===== src/rtl/scudsp_dma_if.sv =====
// Bus-side request/acknowledge bundle between the SCU DSP DMA engine and the SCU bus arbiter.
// Latency: none, signals only.
// Backpressure: the master holds BUS_REQ/BUS_WE/BUS_A stable until the slave returns BUS_ACK.
// Ports: BUS_A byte address, BUS_DO write data, BUS_DI read data, BUS_REQ/BUS_WE/BUS_ACK handshake.
interface scudsp_dma_if;
    logic [26:0] BUS_A;
    logic [31:0] BUS_DO;
    logic [31:0] BUS_DI;
    logic        BUS_REQ;
    logic        BUS_WE;
    logic        BUS_ACK;

    modport master (
        output BUS_A,
        output BUS_DO,
        output BUS_REQ,
        output BUS_WE,
        input  BUS_DI,
        input  BUS_ACK
    );

    modport slave (
        input  BUS_A,
        input  BUS_DO,
        input  BUS_REQ,
        input  BUS_WE,
        output BUS_DI,
        output BUS_ACK
    );
endinterface


===== src/rtl/scudsp_dma.sv =====
// SCU DSP DMA engine: moves CNT words between the external bus and a DSP data RAM bank or program RAM.
// Latency: ST to first bus request / RAM read is 1 CE cycle; each word costs 1 + bus-wait CE cycles.
// Backpressure: bus request is held until BUS_ACK is seen in a CE=1 cycle; CE=0 freezes everything.
// Ports: command fields (ST/DIR/PRGW/RAMS/ADDI/HOLD/CNT/RA0/WA0), address write-back (RA0_*/WA0_*),
//        bus interface (bus), data RAM (RAM_Q/RAM_D/RAM_WE/CT_INC), program RAM (PRG_WE/PRG_A), BUSY/DONE.
module scudsp_dma #(
    parameter int PRG_AW = 8
) (
    input  logic              CLK,
    input  logic              RST_N,
    input  logic              CE,
    input  logic              ST,
    input  logic              DIR,
    input  logic              PRGW,
    input  logic [1:0]        RAMS,
    input  logic [2:0]        ADDI,
    input  logic              HOLD,
    input  logic [7:0]        CNT,
    input  logic [24:0]       RA0,
    input  logic [24:0]       WA0,
    output logic [24:0]       RA0_OUT,
    output logic [24:0]       WA0_OUT,
    output logic              RA0_UPD,
    output logic              WA0_UPD,
    scudsp_dma_if.master      bus,
    input  logic [31:0]       RAM_Q,
    output logic [31:0]       RAM_D,
    output logic [3:0]        RAM_WE,
    output logic [3:0]        CT_INC,
    output logic              PRG_WE,
    output logic [PRG_AW-1:0] PRG_A,
    output logic              BUSY,
    output logic              DONE
);

    typedef enum logic [2:0] {
        S_IDLE,
        S_BRD,
        S_RWR,
        S_RRD,
        S_BWR,
        S_FIN
    } state_t;

    state_t            state_q, state_d;
    logic [8:0]        cnt_q, cnt_d;
    logic [26:0]       addr_q, addr_d;
    logic [PRG_AW-1:0] prg_a_q, prg_a_d;
    logic [31:0]       data_q, data_d;
    logic              dir_q, dir_d;
    logic              prgw_q, prgw_d;
    logic [1:0]        rams_q, rams_d;
    logic [2:0]        addi_q, addi_d;
    logic              hold_q, hold_d;
    logic              busy_q, busy_d;
    logic              bus_req_q, bus_req_d;
    logic              bus_we_q, bus_we_d;

    logic [26:0]       addr_inc;
    logic [3:0]        bank_oh;
    logic [3:0]        ram_we;
    logic [3:0]        ct_inc;
    logic              prg_we;
    logic              done;
    logic              ra0_upd;
    logic              wa0_upd;

    // Code 0 is a fixed address; codes 1..7 step by 4..256 bytes.
    always_comb begin
        case (addi_q)
            3'd1:    addr_inc = 27'd4;
            3'd2:    addr_inc = 27'd8;
            3'd3:    addr_inc = 27'd16;
            3'd4:    addr_inc = 27'd32;
            3'd5:    addr_inc = 27'd64;
            3'd6:    addr_inc = 27'd128;
            3'd7:    addr_inc = 27'd256;
            default: addr_inc = 27'd0;
        endcase
    end

    assign bank_oh = 4'b0001 << rams_q;

    always_comb begin
        state_d = state_q;
        cnt_d   = cnt_q;
        addr_d  = addr_q;
        prg_a_d = prg_a_q;
        data_d  = data_q;
        dir_d   = dir_q;
        prgw_d  = prgw_q;
        rams_d  = rams_q;
        addi_d  = addi_q;
        hold_d  = hold_q;
        busy_d  = busy_q;
        ram_we  = 4'b0000;
        ct_inc  = 4'b0000;
        prg_we  = 1'b0;
        done    = 1'b0;
        ra0_upd = 1'b0;
        wa0_upd = 1'b0;

        if (CE) begin
            case (state_q)
                S_IDLE: begin
                    if (ST) begin
                        dir_d   = DIR;
                        // Program RAM is only a write target; a read command falls back to the data bank.
                        prgw_d  = PRGW & ~DIR;
                        rams_d  = RAMS;
                        addi_d  = ADDI;
                        hold_d  = HOLD;
                        cnt_d   = (CNT == 8'd0) ? 9'd256 : {1'b0, CNT};
                        addr_d  = DIR ? {WA0, 2'b00} : {RA0, 2'b00};
                        prg_a_d = '0;
                        busy_d  = 1'b1;
                        state_d = DIR ? S_RRD : S_BRD;
                    end
                end
                S_BRD: begin
                    if (bus.BUS_ACK) begin
                        data_d  = bus.BUS_DI;
                        addr_d  = addr_q + addr_inc;
                        state_d = S_RWR;
                    end
                end
                S_RWR: begin
                    if (prgw_q) begin
                        prg_we  = 1'b1;
                        prg_a_d = prg_a_q + PRG_AW'(1);
                    end else begin
                        ram_we = bank_oh;
                        ct_inc = bank_oh;
                    end
                    cnt_d   = cnt_q - 9'd1;
                    state_d = (cnt_q == 9'd1) ? S_FIN : S_BRD;
                end
                S_RRD: begin
                    data_d  = RAM_Q;
                    ct_inc  = bank_oh;
                    state_d = S_BWR;
                end
                S_BWR: begin
                    if (bus.BUS_ACK) begin
                        addr_d  = addr_q + addr_inc;
                        cnt_d   = cnt_q - 9'd1;
                        state_d = (cnt_q == 9'd1) ? S_FIN : S_RRD;
                    end
                end
                S_FIN: begin
                    done    = 1'b1;
                    ra0_upd = ~hold_q & ~dir_q;
                    wa0_upd = ~hold_q & dir_q;
                    busy_d  = 1'b0;
                    state_d = S_IDLE;
                end
                default: state_d = S_IDLE;
            endcase
        end

        // Request and write-enable follow the next state so they are registered and
        // drop on the edge that consumes the ACK.
        bus_req_d = (state_d == S_BRD) || (state_d == S_BWR);
        bus_we_d  = (state_d == S_BWR);
    end

    always_ff @(posedge CLK or negedge RST_N) begin
        if (!RST_N) begin
            state_q   <= S_IDLE;
            cnt_q     <= 9'd0;
            addr_q    <= 27'd0;
            prg_a_q   <= '0;
            data_q    <= 32'd0;
            dir_q     <= 1'b0;
            prgw_q    <= 1'b0;
            rams_q    <= 2'd0;
            addi_q    <= 3'd0;
            hold_q    <= 1'b0;
            busy_q    <= 1'b0;
            bus_req_q <= 1'b0;
            bus_we_q  <= 1'b0;
        end else begin
            state_q   <= state_d;
            cnt_q     <= cnt_d;
            addr_q    <= addr_d;
            prg_a_q   <= prg_a_d;
            data_q    <= data_d;
            dir_q     <= dir_d;
            prgw_q    <= prgw_d;
            rams_q    <= rams_d;
            addi_q    <= addi_d;
            hold_q    <= hold_d;
            busy_q    <= busy_d;
            bus_req_q <= bus_req_d;
            bus_we_q  <= bus_we_d;
        end
    end

    assign bus.BUS_A   = addr_q;
    assign bus.BUS_DO  = data_q;
    assign bus.BUS_REQ = bus_req_q;
    assign bus.BUS_WE  = bus_we_q;

    assign RAM_D   = data_q;
    assign RAM_WE  = ram_we;
    assign CT_INC  = ct_inc;
    assign PRG_WE  = prg_we;
    assign PRG_A   = prg_a_q;
    assign BUSY    = busy_q;
    assign DONE    = done;
    assign RA0_UPD = ra0_upd;
    assign WA0_UPD = wa0_upd;
    assign RA0_OUT = addr_q[26:2];
    assign WA0_OUT = addr_q[26:2];

endmodule


===== src/flat_wrapper.sv =====
// flat-port wrapper written by rule: the top's interface ports become plain ports
module scudsp_dma_flat 
#(
    parameter int PRG_AW = 8
)
  (CLK, RST_N, CE, ST, DIR, PRGW, RAMS, ADDI, HOLD, CNT, RA0, WA0, RA0_OUT, WA0_OUT, RA0_UPD, WA0_UPD, RAM_Q, RAM_D, RAM_WE, CT_INC, PRG_WE, PRG_A, BUSY, DONE, bus_BUS_A, bus_BUS_DO, bus_BUS_REQ, bus_BUS_WE, bus_BUS_DI, bus_BUS_ACK);
  scudsp_dma_if bus_i ();
  input  logic CLK;
  input  logic RST_N;
  input  logic CE;
  input  logic ST;
  input  logic DIR;
  input  logic PRGW;
  input  logic [1:0] RAMS;
  input  logic [2:0] ADDI;
  input  logic HOLD;
  input  logic [7:0] CNT;
  input  logic [24:0] RA0;
  input  logic [24:0] WA0;
  output logic [24:0] RA0_OUT;
  output logic [24:0] WA0_OUT;
  output logic RA0_UPD;
  output logic WA0_UPD;
  input  logic [31:0] RAM_Q;
  output logic [31:0] RAM_D;
  output logic [3:0] RAM_WE;
  output logic [3:0] CT_INC;
  output logic PRG_WE;
  output logic [PRG_AW-1:0] PRG_A;
  output logic BUSY;
  output logic DONE;
  output wire logic [$bits(bus_i.BUS_A)-1:0] bus_BUS_A;
  output wire logic [$bits(bus_i.BUS_DO)-1:0] bus_BUS_DO;
  output wire logic [$bits(bus_i.BUS_REQ)-1:0] bus_BUS_REQ;
  output wire logic [$bits(bus_i.BUS_WE)-1:0] bus_BUS_WE;
  input wire logic [$bits(bus_i.BUS_DI)-1:0] bus_BUS_DI;
  input wire logic [$bits(bus_i.BUS_ACK)-1:0] bus_BUS_ACK;
  assign bus_BUS_A = bus_i.BUS_A;
  assign bus_BUS_DO = bus_i.BUS_DO;
  assign bus_BUS_REQ = bus_i.BUS_REQ;
  assign bus_BUS_WE = bus_i.BUS_WE;
  assign bus_i.BUS_DI = bus_BUS_DI;
  assign bus_i.BUS_ACK = bus_BUS_ACK;
  scudsp_dma #(.PRG_AW(PRG_AW)) u_core (.CLK(CLK), .RST_N(RST_N), .CE(CE), .ST(ST), .DIR(DIR), .PRGW(PRGW), .RAMS(RAMS), .ADDI(ADDI), .HOLD(HOLD), .CNT(CNT), .RA0(RA0), .WA0(WA0), .RA0_OUT(RA0_OUT), .WA0_OUT(WA0_OUT), .RA0_UPD(RA0_UPD), .WA0_UPD(WA0_UPD), .bus(bus_i), .RAM_Q(RAM_Q), .RAM_D(RAM_D), .RAM_WE(RAM_WE), .CT_INC(CT_INC), .PRG_WE(PRG_WE), .PRG_A(PRG_A), .BUSY(BUSY), .DONE(DONE));
endmodule

===== config.mk =====
export PLATFORM = sky130hd
export DESIGN_NAME = scudsp_dma_flat
export DESIGN_NICKNAME = d
export VERILOG_FILES = /design/src/rtl/scudsp_dma_if.sv /design/src/rtl/scudsp_dma.sv /design/src/flat_wrapper.sv
export SDC_FILE = /design/constraint.sdc
export NUM_CORES = 1
export LEC_CHECK = 0
export BUFFER_PORTS_ARGS = -buffer_cell sky130_fd_sc_hd__buf_2
export CORE_ASPECT_RATIO = 1.75
export CORE_MARGIN = 5
export CORE_UTILIZATION = 47
export CTS_CLUSTER_DIAMETER = 60
export CTS_CLUSTER_SIZE = 28
export DETAILED_ROUTE_END_ITERATION = 10
export GPL_TIMING_DRIVEN = 0
export PLACE_DENSITY = 0.82
export SYNTH_ARGS = -nofsm -noshare
export SYNTH_HDL_FRONTEND = slang
export SYNTH_SLANG_ARGS = --single-unit

===== constraint.sdc =====
create_clock -name CLK -period 2.7 [get_ports CLK]
set_input_delay 0.54 -clock CLK [delete_from_list [all_inputs] [get_ports CLK]]
set_output_delay 0.54 -clock CLK [all_outputs]
set_load 0.05 [all_outputs]

Word-level counts from Yosys, hierarchy flattened
Cells that the tools add are included.
- output and inout bits: 164
- word-level logic and storage cells: 96
- flip-flop bits (word level): 90
- input bits: 135
- bitwise operators: 6
- reductions and logical operators: 15
- $add $sub $neg: 3
- equality and inequality tests: 20
- multiplexer cells: 38
- shift-type cells: 1
- operators with widths (cell ; count):
    $mux W27 ; 3
    $pmux W32 S2 ; 1
    $pmux W9 S7 ; 1
    $pmux W27 S2 ; 1
    $mux W32 ; 1
    $add A27 B9 Y27 ; 1
    $mux W9 ; 3
    $pmux W9 S3 ; 1
    $eq A3 B3 Y1 const B ; 7
    $mux W3 ; 6
    $mux W4 ; 4
    $mux W8 ; 2
    $pmux W8 S2 ; 1
    $pmux W3 S5 ; 1
    $eq A3 B2 Y1 const B ; 4
    $reduce_and A4 Y1 ; 3
    $mux W1 ; 10
    $eq A3 B1 Y1 const B ; 3
    $eq A9 B1 Y1 const B ; 1
    $reduce_and A3 Y1 ; 3
    $sub A9 B1 Y9 const B ; 1
    $add A8 B1 Y8 const B ; 1
    $logic_not A8 Y1 ; 1
    $pmux W4 S2 ; 1
    12 further kinds ; 22

Longest topological paths before layout
Gate-level depths: netlist (run 1).
- word-level depth: 7
- mapped depth: 8
- depth with buffers taken out: 8

Least setup slack after synthesis (run 1)
Ideal clock, no wire load.
- kind: register to output
- from: register u_core.state_q[0]
- to: output port CT_INC[1]
- cell stages (with the launch flop): 7
- path slack: -0.156 ns
- path buffers: 2
- arrival: 2.316 ns
- required time: 2.160 ns
- cell sequence: dfrtp_1 buf_2 inv_1 nor2_4 buf_2 nor2_1 nor3_1
- cells in the longest elaborated chain, start to end: 3
- elaborated cells between the ends (all ways): 4
- those cells by class: eq/ne (2); mux (2)
- RTL lines (item ; line ; source):
    start, declared ; scudsp_dma.sv:45 ; state_t state_q, state_d;
    start signal, assigned ; scudsp_dma.sv:183 ; state_q <= state_d;
    $eq A3 B2 Y1 ; scudsp_dma.sv:104 ; case (state_q)
    $pmux W4 S2 * ; scudsp_dma.sv:104 ;
    $mux W4 * ; scudsp_dma.sv:103 ; if (CE) begin
    end, declared ; flat_wrapper.sv:27 ; output logic [3:0] CT_INC;
Every way passes the cells marked *; elsewhere a longest branch is shown, timed or not.

Worst setup path in the final report (run 1)
- from: register u_core.addi_q[0]
- to: register u_core.addr_q[16], in the netlist u_core.bus.BUS_A[16]
- cells in the longest elaborated chain, start to end: 5
- elaborated cells between the ends (all ways): 11
- those cells by class: add/sub (1); eq/ne (7); mux (3)
- RTL lines (item ; line ; source):
    start, declared ; scudsp_dma.sv:53 ; logic [2:0] addi_q, addi_d;
    start signal, assigned ; scudsp_dma.sv:191 ; addi_q <= addi_d;
    $eq A3 B3 Y1 (tied with other cells) ; scudsp_dma.sv:70 ; case (addi_q)
    $pmux W9 S7 * ; scudsp_dma.sv:70 ;
    $add A27 B9 Y27 * ; scudsp_dma.sv:123, scudsp_dma.sv:145 ;
    $mux W27 * ; scudsp_dma.sv:121, scudsp_dma.sv:144 ;
    $pmux W27 S2 * ; scudsp_dma.sv:104 ;
    end signal, assigned ; scudsp_dma.sv:185 ; addr_q <= addr_d;
    end, declared ; scudsp_dma.sv:47 ; logic [26:0] addr_q, addr_d;
Every way passes the cells marked *; elsewhere a longest branch is shown, timed or not. The select of a mux whose other input is x is not followed.
A chain may end at the register's enable or synchronous reset.

==> run_results.csv, run 1 <==
group,metric,value,unit
outcome,status,"finished clean",
run,max_cap_violations,0,
cts,cts_hold_buf,0,
cts,cts-root-buf,"clkbuf_16",
critical_path,r2r_cells,8,
timing,slew_headroom,54.3,%
worst_hold_path,hp-class,"in -> async",
global_route,grt_pass1_vias,6200,
pwr,irDropWorstVdd,1.15,mV
placement,portBuffers,296,
global_route,grt_pass1_wl,30.8,mm
logic_synthesis,ys_warn_count,0,
drt,drtIter0Drc,263,
layout,antenna_cells,0,
cts,path_clk_slew,70,ps
logic_synthesis,synth_seq_area_share,36.7,%
logic_synthesis,synth-xor-area-share,1.75,%
placement,dp_hpwl,16.0,mm
timing,fin_worst_skew,5.13,ps
cts,h-tree-depth,3,
logic_synthesis,synthCells,699,
logic_synthesis,synth_fa_ha_area_share,2.42,%
logic_synthesis,yosysUniqueCellTypes,63,
logic_synthesis,muxShareOfSynthArea,9.42,%
critical_path,r2r-start,"u_core.addi_q[0]",
drt,ant_nets,0,
drt,via_per_inst,5.34,
timing,report.final.slew_viol_count,0,
timing,hold_viol,0,
logic_synthesis,ys_ff_latch,88,
critical_path,worst-r2r-setup-slack,100,ps
timing,max_freq,385,MHz
pwr,p_per_area,1550,mW/mm²
logic_synthesis,synth_top_family_by_area,"simple AND/OR/NAND/NOR gates",
critical_path,crit_type,"reg -> reg",
global_route,grt_max_degree,49,
global_route,overflow,0,
die,start_util,48.0,%
die,coreArea,0.0125,mm²
critical_path,critPathCaptureType,"flop",
critical_path,crit_family,"compound AO/OA/AOI/OAI gates",
drt,firstDrtPassIters,6,
drt,via_count,6332,
critical_path,cp-start-kind,"flop",
timing,worstMarginPinSlew,681,ps
drt,drcViolationCount,0,
placement,place.gp.congestion,0.963,
critical_path,worst-path-buf-inv,0,
die,row_count,54,
timing,setup_tns,0,ps
layout,syn2layout_area_growth,35.4,%
critical_path,r2r-end,"u_core.bus.BUS_A[16]",
logic_synthesis,synth_compound_area_share,16.4,%
critical_path,cp_slowest_cell,"dfrtp_1",
drt,routed_wl,20.0,mm
layout,drive_above_1_share,43.8,%
die,die_h,159,µm
timing,fin_crit_sh,96.3,%
critical_path,required,2930,ps
cts,cts_tree,"built",
cts,cts_buffers,9,
logic_synthesis,synth_edf_count,0,
die,fp.dieW,95.4,µm
global_route,antenna_found_initial,0,
pwr,finalPower,12.6,mW
drt,routedWlPerCell,16.8,µm
logic_synthesis,syn_area_per_cell,8.58,µm²
critical_path,cp_num_cells,8,
critical_path,crit_arrival,2830,ps
cts,cts_sinks,88,
die,die-area,0.0152,mm²
logic_synthesis,synthFlopType,"dfrtp_1",
global_route,grt_use_total,25.5,%
critical_path,crit_chain,"nor3b_1, ha_1, fa_1, a211oi_2, o211a_1, nor2_1, and4_1, a221oi_1",
cts,insertion_delay,340,ps
timing,final-setup-viol-count,0,
layout,mostFrequentLayoutCell,"buf_2",
logic_synthesis,async_flop_share,100,%
logic_synthesis,synth.cell_area,0.00600,mm²
layout,final_cell_mix,"310 x buf_2, 94 x buf_4, 88 x dfrtp_1",
die,num_io_pins,299,
layout,fillers,1054,
cts,clockBufferDepth,2,
pwr,p_leak,4.22,nW
critical_path,max_stage_delay,450,ps
critical_path,cp_max_fo,8,
timing,finalCriticalPeriod,2600,ps
logic_synthesis,yosys.area_share.simple,19.4,%
layout,nets,1159,
## worst register-to-register path: stages (launching register included)
cell and delay, ps:
dfrtp_1 450, nor3b_1 180, ha_1 240, fa_1 450, a211oi_2 300, o211a_1 280, nor2_1 130, and4_1 220
a221oi_1 240
## registers in the layout, summed over array words and instances, names as in the netlist
signal / flops
u_core.bus.BUS_REQ: 1
u_core.rams_q: 2
u_core.bus.BUS_A: 25
u_core.addi_q: 3
u_core.bus.BUS_WE: 1
u_core.hold_q: 1
u_core.prgw_q: 1
u_core.cnt_q: 9
u_core.RAM_D: 32
u_core.BUSY: 1
u_core.PRG_A: 8
u_core.dir_q: 1
u_core.state_q: 3
## power by group
part	internal [mW]	switching, mW	total (mW)	leakage (nW)
Sequential	1.90	0.751	2.65	1.10
Combinational	2.57	6.08	8.65	2.97
Clock	0.755	0.557	1.31	0.150
## synthesized netlist by cell type, types with 8 or more instances
library cell	count	share of area (%)
mux2i_1	52	8.7
a21oi_1	35	2.9
nand2_1	87	5.4
ha_1	10	2.1
nor2_1	59	3.7
buf_2	21	1.8
nand2b_1	9	0.94
dfrtp_1	88	37
nor3_1	18	1.5
clkbuf_1	16	1.0
xor2_1	8	1.2
o21ai_0	62	5.2
buf_4	84	11
nand3_1	23	1.9
inv_1	9	0.56
## through the flow
step                      area, µm²  hold WS [ps]  cells  util, %  setup slack, ps
after floorplan                6010           244    700        -             61.2
after global placement         7710           482   1164     61.7            -43.4
after detailed placement       7740           494   1165     61.9             -156
after CTS                      8080           227   1181     64.6             26.1
after global routing           8130           275   1186     65.0            -8.40
final                          8130           214   1186     65.0             99.8
## kinds of logic after synthesis
logic type | Yosys count
simple gates | 245
compound gates | 156
buf+inv | 130
flops | 88
mux | 56
xor+xnor | 12
fa+ha+maj | 11
other cells | 1
## how the worst max path moves through the flow
stage | end | slack, ps | from
after floorplan | RAM_WE[1] | 60 | u_core.state_q[2]
after global placement | u_core.bus.BUS_A[19] | -40 | u_core.addi_q[2]
after detailed placement | u_core.bus.BUS_A[19] | -160 | u_core.addi_q[1]
after CTS | CT_INC[3] | 30 | u_core.state_q[0]
after global routing | u_core.bus.BUS_A[16] | -8 | u_core.addi_q[0]
final | u_core.bus.BUS_A[16] | 100 | u_core.addi_q[0]
## cell type report
type	count	area (µm²)	area share, %
multi-input combinational	482	3010	37.0
sequential	88	2200	27.1
timing repair buffer	302	1560	19.2
buffer	121	805	9.90
clock buffer	10	239	2.94
tap	168	210	2.59
clock inverter	6	72.6	0.893
inverter	9	33.8	0.416
## metal layers
metal | share of wire, % | GRT usage [%] | vias to the layer above
li1 | - | - | 3015
met3 | 9.3 | 5.11 | 48
met4 | 3.6 | 11.5 | 0
met2 | 54 | 47.5 | 337
met1 | 33 | 26.4 | 2932
met5 | 0 | 0 | -
## timing repair
item,in CTS,in global routing
hold endpoints to repair,0,0
pin swaps,0,2
gates cloned,0,0
setup endpoints to repair,9,9
buffers inserted,0,5
resized for setup,8,4
Note: power is estimated with default switching activity, not from simulation.
==> run 2, diff against run 1 <==
Settings changed: CELL_PAD_IN_SITES_DETAIL_PLACEMENT set to 0, CELL_PAD_IN_SITES_GLOBAL_PLACEMENT set to 1, CORE_UTILIZATION 47 to 33, CTS_BUF_LIST set to sky130_fd_sc_hd__clkbuf_16, PLACE_DENSITY 0.82 to not set, PLACE_DENSITY_LB_ADDON set to 0.12.
==> run_results.csv, run 2 (synthesized netlist as in run 1, its figures left out) <==
group,metric,value,unit
outcome,status,"finished clean",
layout,largest_reg_flops,32,
critical_path,r2r-start,"u_core.addi_q[2]",
critical_path,cp_max_fo,8,
drt,firstDrtPassIters,5,
die,fp.dieW,112,µm
timing,report.final.slew_viol_count,0,
cts,cts-root-buf,"clkbuf_16",
drt,routedWlPerCell,17.2,µm
pwr,power.switching,7.40,mW
placement,dp_hpwl,17.2,mm
timing,finalCriticalPeriod,2570,ps
die,die-area,0.0211,mm²
timing,rsz0062_at_grt,"yes",
global_route,grt_max_degree,66,
drt,via_per_inst,4.91,
layout,syn2layout_area_growth,36.5,%
pwr,p_leak,4.21,nW
pwr,irDropWorstVdd,0.964,mV
drt,drcViolationCount,0,
die,start_util,33.4,%
critical_path,r2r_cells,8,
placement,portBuffers,296,
pwr,p_per_area,1550,mW/mm²
critical_path,crit_type,"reg -> reg",
die,num_io_pins,299,
critical_path,cp-start-kind,"flop",
die,row_count,65,
drt,via_count,6133,
pwr,pwr-share-clk,10.9,%
pwr,switching_share,58.4,%
timing,worstMarginPinSlew,716,ps
global_route,grt_pass1_wl,33.8,mm
timing,slew_headroom,51.9,%
global_route,antenna_found_initial,1,
cts,path_clk_slew,70,ps
pwr,pwr-share-seq,20.9,%
layout,drive_above_1_share,43.7,%
critical_path,r2r-end,"u_core.bus.BUS_A[26]",
die,die_h,188,µm
run,max_cap_violations,0,
pwr,p_int,5.27,mW
critical_path,worst-r2r-setup-slack,130,ps
layout,final_core_util,45.6,%
cts,clockBufferDepth,2,
layout,nets,1155,
cts,cts_sinks,88,
pwr,p_comb_share,68.1,%
drt,ant_nets,0,
timing,final-setup-viol-count,0,
timing,fin_worst_skew,12.5,ps
cts,cts_tree,"built",
die,coreArea,0.0180,mm²
timing,max_freq,390,MHz
drt,routed_wl,21.5,mm
drt,drtIter0Drc,216,
timing,whs,109,ps
layout,mostFrequentLayoutCell,"buf_2",
placement,place.gp.congestion,0.782,
layout,antenna_cells,0,
critical_path,required,2910,ps
global_route,overflow,0,
critical_path,crit_arrival,2780,ps
global_route,grt_use_total,19.8,%
layout,final_cell_mix,"312 x buf_2, 89 x buf_4, 87 x nand2_1, 87 x dfrtp_1, 62 x o21ai_0",
cts,h-tree-depth,3,
timing,hold_viol,0,
cts,cts_hold_buf,0,
timing,fin_crit_sh,95.0,%
worst_hold_path,hp-class,"in -> async",
cts,cts_buffers,9,
critical_path,critPathCaptureType,"flop",
cts,insertion_delay,340,ps
global_route,grt_pass1_vias,6167,
==> run 2: metrics by stage <==
stage | setup slack (ps) | cells | total power, mW | setup TNS [ps] | instance area, µm²
floorplan | 61.2 | 700 | 9.24 | 0 | 6010
global route | -92.4 | 1248 | 13.5 | -154 | 8190
CTS | 7.44 | 1247 | 12.8 | 0 | 8160
detailed placement | -30.0 | 1231 | 11.3 | -30.7 | 7820
global placement | -50.7 | 1230 | 11.3 | -70.0 | 7790
finish | 135 | 1248 | 12.7 | 0 | 8190
==> run 2: power by group through the flow <==
stage	sequential, mW	clock (mW)	combinational [mW]
after global routing	2.78	1.47	9.20
after floorplan	3.95	0	5.29
final	2.65	1.39	8.63
after detailed placement	2.69	0	8.65
after global placement	2.67	0	8.62
after CTS	2.66	1.42	8.68
==> run 2: routing by layer <==
metal / global-route usage [%] / up-vias / share of wire (%)
li1: - / 3011 / -
met1: 24.2 / 2891 / 40
met2: 35.6 / 213 / 52
met3: 3.86 / 16 / 6.4
met4: 4.63 / 2 / 1.1
met5: 0 / - / 0.051
==> run 2: final cells by class <==
class,count,area (µm²)
Sequential cell,88,2200
Clock inverter,7,93.8
Clock buffer,9,225
Inverter,9,33.8
Fill cell,1933,9780
Timing Repair Buffer,298,1530
Multi-Input combinational cell,482,3010
Tap cell,234,293
Buffer,121,802
==> run 2: how the worst max path moves through the flow <==
stage / from / end / cells after the start
floorplan: u_core.state_q[2] / RAM_WE[1] / 4
global placement: u_core.addi_q[1] / u_core.bus.BUS_A[19] / 7
detailed placement: u_core.addi_q[1] / u_core.bus.BUS_A[19] / 7
CTS: u_core.addi_q[0] / u_core.bus.BUS_A[16] / 8
global route: u_core.addi_q[1] / u_core.bus.BUS_A[19] / 7
finish: u_core.addi_q[2] / u_core.bus.BUS_A[26] / 8
==> run 2: what timing repair did <==
action,CTS,global route
endpoints found under the setup margin,6,15
buffers inserted,0,1
gates resized for setup,6,6
hold endpoints to repair,0,0
pin swaps,1,1
==> run 2: worst max-delay path, cell delays in order (launching register included) <==
cell and delay (ps):
dfrtp_1 460, nor3b_1 270, ha_1 270, fa_1 270
a211oi_2 100, o211a_1 290, or3_4 460, nor4_2 240
nor3_1 80
